File: src/rtl/axis_fxp_mac_pkg.sv
// Width helpers and default derived widths for the multi-lane fixed-point MAC.
// Saturation limits are produced by functions so any output width can use them.
package axis_fxp_mac_pkg;

    function automatic int unsigned fxp_p_w(input int unsigned int_a, input int unsigned frac_a,
                                            input int unsigned int_b, input int unsigned frac_b);
        return int_a + frac_a + int_b + frac_b;
    endfunction

    function automatic int unsigned fxp_acc_w(input int unsigned p_w, input int unsigned guard);
        return p_w + guard;
    endfunction

    function automatic int unsigned fxp_o_w(input int unsigned out_int,
                                            input int unsigned out_frac);
        return out_int + out_frac;
    endfunction

    function automatic int unsigned fxp_sh(input int unsigned frac_a, input int unsigned frac_b,
                                           input int unsigned out_frac);
        return frac_a + frac_b - out_frac;
    endfunction

    // Largest and smallest two's-complement values of a w-bit signed word.
    function automatic logic signed [63:0] fxp_max(input int unsigned w);
        return (64'sd1 <<< (w - 1)) - 64'sd1;
    endfunction

    function automatic logic signed [63:0] fxp_min(input int unsigned w);
        return -(64'sd1 <<< (w - 1));
    endfunction

    localparam int unsigned P_W   = fxp_p_w(6, 8, 6, 8);
    localparam int unsigned ACC_W = fxp_acc_w(P_W, 4);
    localparam int unsigned O_W   = fxp_o_w(12, 8);
    localparam int unsigned SH    = fxp_sh(8, 8, 8);

endpackage

File: src/rtl/fxp_round_sat.sv
// Combinational rescale of one accumulator: optional round-half-up, arithmetic
// shift right, then saturation to the output word with clip flags.
module fxp_round_sat
    import axis_fxp_mac_pkg::*;
#(
    parameter int unsigned ACC_W    = axis_fxp_mac_pkg::ACC_W,
    parameter int unsigned O_W      = axis_fxp_mac_pkg::O_W,
    parameter int unsigned SH       = axis_fxp_mac_pkg::SH,
    parameter bit          ROUND_EN = 1'b1
) (
    input  logic signed [ACC_W-1:0] acc_i,
    output logic        [O_W-1:0]   data_o,
    output logic                    ovf_o,
    output logic                    unf_o
);

    localparam int unsigned EXT_W = ACC_W + 1;
    localparam logic signed [EXT_W-1:0] MaxV = EXT_W'(fxp_max(O_W));
    localparam logic signed [EXT_W-1:0] MinV = EXT_W'(fxp_min(O_W));

    logic signed [EXT_W-1:0] bias;
    logic signed [EXT_W-1:0] rounded;
    logic signed [EXT_W-1:0] shifted;

    if (ROUND_EN && SH > 0) begin : g_round
        assign bias = EXT_W'(1) << (SH - 1);
    end else begin : g_trunc
        assign bias = '0;
    end

    // One extra bit keeps the rounding add from wrapping at the accumulator max.
    assign rounded = $signed({acc_i[ACC_W-1], acc_i}) + bias;
    assign shifted = rounded >>> SH;

    always_comb begin
        ovf_o  = shifted > MaxV;
        unf_o  = shifted < MinV;
        data_o = shifted[O_W-1:0];
        if (ovf_o) begin
            data_o = MaxV[O_W-1:0];
        end else if (unf_o) begin
            data_o = MinV[O_W-1:0];
        end
    end

endmodule

File: src/rtl/axis_fxp_mac.sv
// Multi-lane fixed-point multiply-accumulate with valid/ready streams: stage 1
// registers products, stage 2 accumulates and loads the rescaled result on last.
module axis_fxp_mac
    import axis_fxp_mac_pkg::*;
#(
    parameter int unsigned LANES     = 4,
    parameter int unsigned INT_A     = 6,
    parameter int unsigned FRAC_A    = 8,
    parameter int unsigned INT_B     = 6,
    parameter int unsigned FRAC_B    = 8,
    parameter int unsigned ACC_GUARD = 4,
    parameter int unsigned OUT_INT   = 12,
    parameter int unsigned OUT_FRAC  = 8,
    parameter bit          ROUND_EN  = 1'b1
) (
    input  logic                                   clock,
    input  logic                                   rst,
    input  logic [LANES*(INT_A+FRAC_A)-1:0]        s_a,
    input  logic [LANES*(INT_B+FRAC_B)-1:0]        s_b,
    input  logic                                   s_valid,
    input  logic                                   s_last,
    output logic                                   s_ready,
    output logic [LANES*(OUT_INT+OUT_FRAC)-1:0]    m_data,
    output logic [LANES-1:0]                       m_ovf,
    output logic [LANES-1:0]                       m_unf,
    output logic                                   m_valid,
    input  logic                                   m_ready
);

    localparam int unsigned A_W    = INT_A + FRAC_A;
    localparam int unsigned B_W    = INT_B + FRAC_B;
    localparam int unsigned PROD_W = fxp_p_w(INT_A, FRAC_A, INT_B, FRAC_B);
    localparam int unsigned ACCU_W = fxp_acc_w(PROD_W, ACC_GUARD);
    localparam int unsigned RES_W  = fxp_o_w(OUT_INT, OUT_FRAC);
    localparam int unsigned SHIFT  = fxp_sh(FRAC_A, FRAC_B, OUT_FRAC);

    localparam logic signed [ACCU_W-1:0] AccMax = {1'b0, {(ACCU_W-1){1'b1}}};
    localparam logic signed [ACCU_W-1:0] AccMin = {1'b1, {(ACCU_W-1){1'b0}}};

    logic                      en;
    logic                      s1_valid_q;
    logic                      s1_last_q;
    logic [LANES*PROD_W-1:0]   s1_prod_q;
    logic [LANES*PROD_W-1:0]   prod_d;
    logic                      m_valid_q;

    // The whole pipeline advances together whenever the output slot is free.
    assign en      = !m_valid_q || m_ready;
    assign s_ready = en;
    assign m_valid = m_valid_q;

    always_ff @(posedge clock) begin
        if (rst) begin
            s1_valid_q <= 1'b0;
            s1_last_q  <= 1'b0;
            s1_prod_q  <= '0;
            m_valid_q  <= 1'b0;
        end else if (en) begin
            s1_valid_q <= s_valid;
            if (s_valid) begin
                s1_last_q <= s_last;
                s1_prod_q <= prod_d;
            end
            m_valid_q <= s1_valid_q && s1_last_q;
        end
    end

    for (genvar i = 0; i < LANES; i++) begin : g_lane
        logic        [A_W-1:0]    a;
        logic        [B_W-1:0]    b;
        logic signed [PROD_W-1:0] prod;
        logic signed [ACCU_W-1:0] acc_q;
        logic signed [ACCU_W:0]   sum_wide;
        logic signed [ACCU_W-1:0] sum;
        logic                     add_ovf;
        logic                     add_unf;
        logic                     acc_ovf_q;
        logic                     acc_unf_q;
        logic        [RES_W-1:0]  rs_data;
        logic                     rs_ovf;
        logic                     rs_unf;
        logic        [RES_W-1:0]  data_q;
        logic                     ovf_q;
        logic                     unf_q;

        assign a = s_a[i*A_W +: A_W];
        assign b = s_b[i*B_W +: B_W];
        assign prod_d[i*PROD_W +: PROD_W] =
            $signed({{B_W{a[A_W-1]}}, a}) * $signed({{A_W{b[B_W-1]}}, b});

        assign prod     = s1_prod_q[i*PROD_W +: PROD_W];
        assign sum_wide = {acc_q[ACCU_W-1], acc_q}
                        + {{(ACCU_W + 1 - PROD_W){prod[PROD_W-1]}}, prod};
        assign add_ovf  = !sum_wide[ACCU_W] && sum_wide[ACCU_W-1];
        assign add_unf  = sum_wide[ACCU_W] && !sum_wide[ACCU_W-1];

        always_comb begin
            sum = sum_wide[ACCU_W-1:0];
            if (add_ovf) begin
                sum = AccMax;
            end else if (add_unf) begin
                sum = AccMin;
            end
        end

        fxp_round_sat #(
            .ACC_W    (ACCU_W),
            .O_W      (RES_W),
            .SH       (SHIFT),
            .ROUND_EN (ROUND_EN)
        ) u_round_sat (
            .acc_i  (sum),
            .data_o (rs_data),
            .ovf_o  (rs_ovf),
            .unf_o  (rs_unf)
        );

        always_ff @(posedge clock) begin
            if (rst) begin
                acc_q     <= '0;
                acc_ovf_q <= 1'b0;
                acc_unf_q <= 1'b0;
                data_q    <= '0;
                ovf_q     <= 1'b0;
                unf_q     <= 1'b0;
            end else if (en && s1_valid_q) begin
                if (s1_last_q) begin
                    acc_q     <= '0;
                    acc_ovf_q <= 1'b0;
                    acc_unf_q <= 1'b0;
                    data_q    <= rs_data;
                    ovf_q     <= acc_ovf_q || add_ovf || rs_ovf;
                    unf_q     <= acc_unf_q || add_unf || rs_unf;
                end else begin
                    acc_q     <= sum;
                    acc_ovf_q <= acc_ovf_q || add_ovf;
                    acc_unf_q <= acc_unf_q || add_unf;
                end
            end
        end

        assign m_data[i*RES_W +: RES_W] = data_q;
        assign m_ovf[i]                 = ovf_q;
        assign m_unf[i]                 = unf_q;
    end

endmodule

File: config.mk
export PLATFORM = sky130hd
export DESIGN_NAME = axis_fxp_mac
export DESIGN_NICKNAME = d
export VERILOG_FILES = /design/src/rtl/axis_fxp_mac_pkg.sv /design/src/rtl/fxp_round_sat.sv /design/src/rtl/axis_fxp_mac.sv
export SDC_FILE = /design/constraint.sdc
export NUM_CORES = 2
export LEC_CHECK = 0
export CAP_MARGIN = 20
export CORE_ASPECT_RATIO = 1.1
export CORE_UTILIZATION = 55
export CTS_CLUSTER_DIAMETER = 40
export DETAILED_ROUTE_END_ITERATION = 8
export PLACE_DENSITY = 0.73
export SYNTH_ARGS = -nofsm -noshare
export SYNTH_HDL_FRONTEND = slang
export SYNTH_SLANG_ARGS = --single-unit
File: constraint.sdc
create_clock -name clock -period 11.8 [get_ports clock]
set_clock_uncertainty 0.05 [all_clocks]
set_input_delay 3.54 -clock clock [delete_from_list [all_inputs] [get_ports clock]]
set_output_delay 3.54 -clock clock [all_outputs]
set_load 0.005 [all_outputs]
==> reports/results.txt <==
Status -> completed
Final Routed Wirelength -> 134.5 mm
GP Congestion -> 0.9383
Max-slew headroom at the worst pin -> 0.3571
Fmax -> 0.09484 GHz
Clk pwr share -> 0.098
Root Buffer -> clkbuf_16
# diodes -> 0
Pwr dens -> 312.2 nW/um2
Gr usage total -> 0.2756
Switching power -> 9.191 mW
Max-slew violations -> 0
Max Cap Viol -> 0
CP Launch Type -> input pin
Worst setup EP type -> flop
Syn Nets -> 7690
Metal2 WL -> 64.14 mm
Critical path peak fanout -> 14
CTS tree -> yes
Final #Nets -> 7697
Flop pwr share -> 0.083
Critical path's most frequent cell -> fa_1
Hold Fails Final Rpt -> 0
Detail Placement HPWL -> 107.0 mm
Number of remaining DRC errors -> 0
Post-CTS resize count -> 0
Layout cells sized above 1 -> 0.04017
Detailed Route Iter0 Violations -> 3067
Die Width -> 299.1 um
Worst EP required -> 12.30 ns
Critical path class -> in -> reg
Clock slew seen by the registers of the worst setup and hold paths -> 0.06 ns
Pre-Repair DR Iteration Count -> 6
Post-synth ARST share -> 0
Pin count of the biggest net entering global routing -> 118
Synth warn -> 0
H-tree depth -> 2
IO Count -> 207
Antenna violations before repair -> 0
Die area -> 98360 um2
Met3 wire len -> 8.551 mm
Via count -> 44140
Total core area -> 96040 um2
Clock sink count -> 339
Maximum VDD drop -> 0.3889 mV
Mapped Cells -> 6389
WL met1 -> 59.14 mm
Port bufs -> 206
WL per Instance -> 17.43 um
Crit path max-delay cell type -> clkdlybuf4s50_1
Antenna Nets Post-Route -> 0
Die Span Y -> 328.8 um
Post-CTS Repair Setup Buffers -> 0
Combinational share of power -> 0.820
Clk buf depth -> 3
Highest routed layer -> met4
Leakage -> 27.35 nW
Vias per inst -> 5.720
Post-synthesis cell type count -> 117
Cts hold-fix bufs -> 0
Global-route wire length before repair -> 223.4 mm
Post-synth EDFFs -> 0
Worst-Skew Late Latency -> 0.64 ns
Remaining global-route overflow -> 0
Synthesis-stage register bit count -> 339
Critical Path Max Stage Delay -> 0.67 ns
Fin util -> 0.6071
Min Tclk post-route -> 10.54 ns
RSZ-0062 raised after global routing -> false
Vias in the first global route -> 44700
Setup TNS -> 0 ns
Mean Syn Cell Area -> 8.360 um2
Critical Path AT -> 11.05 ns
Synthesis-to-finish area growth -> 9.162%
Starting Density -> 0.5562
CTS Buf Count -> 60
Worst slew pin tran -> 0.9522 ns
Hold Path Class -> reg -> reg
Internal -> 9.014 mW
Rows -> 119
Synth Flop Type -> dfxtp_1
Seq/Total Area, Yosys -> 0.1271
Sw Ratio -> 0.5049
Final period util -> 0.8936
Endpoints failing setup -> 0
Cell Area, Synth -> 53410 um2
layer usage:
metal  GRT usage  vias up
met5           0        -
met2      0.4671     1255
met1      0.3739    21780
met3     0.03672      187
li1            -    20910
met4     0.06322        0
worst max-delay path: cells and delay by family:
family,cells,cell delay (ns)
simple gates,1,0.32
fa+ha+maj,7,3.17
compound gates,11,3.00
xor+xnor,1,0.15
buf+inv,5,0.88
cells in the mapped netlist, drive strengths merged, types with 13 or more instances:
cell | n | area share
xnor2 | 188 | 0.031
and3 | 42 | 0.0049
maj3 | 30 | 0.0056
nor2 | 430 | 0.030
mux2i | 17 | 0.0032
nor3b | 15 | 0.0022
a211o | 13 | 0.0021
o21ai | 170 | 0.016
a221oi | 23 | 0.0042
nor3 | 96 | 0.0093
clkbuf | 265 | 0.019
ha | 400 | 0.094
o31ai | 18 | 0.0027
or3 | 38 | 0.0046
a21o | 101 | 0.014
a31o | 20 | 0.0033
fa | 784 | 0.29
a211oi | 55 | 0.0086
or2 | 22 | 0.0026
xor2 | 77 | 0.013
nor4 | 29 | 0.0038
o21a | 35 | 0.0049
and2 | 377 | 0.044
buf | 39 | 0.0044
o211ai | 26 | 0.0037
nand2b | 65 | 0.0076
a221o | 56 | 0.010
o21bai | 27 | 0.0038
a2111oi | 16 | 0.0034
dfxtp | 339 | 0.13
nand3 | 82 | 0.0079
a31oi | 40 | 0.0050
nand4 | 34 | 0.0043
inv | 979 | 0.069
nor2b | 30 | 0.0035
a22oi | 85 | 0.012
a21oi | 387 | 0.037
nand2 | 758 | 0.053
path summary, 6_finish.rpt:
path | start | end | slack (ns) | depth (start not counted)
setup / recovery | s_b[30] | s1_prod_q[83]$_SDFFE_PP0P_ | 1.26 | 25
hold / removal | g_lane[3].acc_q[13]$_SDFFE_PP0P_ | g_lane[3].acc_q[13]$_SDFFE_PP0P_ | 0.41 | 2
setup reg to reg | s1_prod_q[0]$_SDFFE_PP0P_ | g_lane[0].data_q[12]$_SDFFE_PP0P_ | 4.71 | 22
hold reg to reg | g_lane[3].acc_q[13]$_SDFFE_PP0P_ | g_lane[3].acc_q[13]$_SDFFE_PP0P_ | 0.41 | 2
per-stage QoR:
step | cells | hold slack [ns] | cell area, um2 | power [mW] | setup WS, ns
detailed placement | 7604 | 0.3990 | 56200 | 16.47 | 0.7097
CTS | 7717 | 0.4063 | 58300 | 18.37 | 1.284
global placement | 7604 | 0.3919 | 56200 | 16.11 | 0.7699
floorplan | 6389 | 0.3845 | 53410 | 13.54 | 1.784
global route | 7717 | 0.4262 | 58300 | 20.52 | 0.8759
finish | 7717 | 0.4062 | 58300 | 18.21 | 1.256
cells by family (layout without fill, tap and decap cells):
logic type,count (synthesis),in the layout,synth area share
flops,339,339,0.1271
compound gates,1193,1193,0.1530
fa+ha+maj,1214,1214,0.3932
mux,21,21,0.004029
simple gates,2072,2072,0.1873
buf+inv,1285,1343,0.09197
xor+xnor,265,265,0.04345
area by class of cell:
type,instances,area (um2)
Multi-Input combinational cell,4765,41750
Clock buffer,67,1538
Fill cell,8499,37730
Clock inverter,46,568.0
Tap cell,1270,1589
Sequential cell,339,6787
Inverter,981,3682
Timing Repair Buffer,249,2390
power groups by stage:
stage / sequential (mW) / clock (mW) / combinational (mW)
after floorplan: 1.47 / 0 / 12.1
after global placement: 1.52 / 0 / 14.6
after detailed placement: 1.53 / 0 / 14.9
after CTS: 1.50 / 1.81 / 15.1
after global routing: 1.52 / 1.86 / 17.1
final: 1.51 / 1.78 / 14.9
registers in the layout, indices dropped and copies added (netlist names), 4 cells and up:
register and flops:
g_lane.unf_q 4, g_lane.acc_unf_q 4, g_lane.acc_q 128, s1_prod_q 112, g_lane.acc_ovf_q 4, g_lane.ovf_q 4, g_lane.data_q 80
cell usage in the layout, fill, tap and decap left out, drive strengths merged, types with 101 or more instances in the layout:
master / instances
inv: 1003
fa: 784
nand2: 758
nor2: 430
ha: 400
a21oi: 387
and2: 377
dfxtp: 339
clkdlybuf4s50: 205
xnor2: 188
o21ai: 170
a21o: 101
Power figures use the tool's default switching activity.
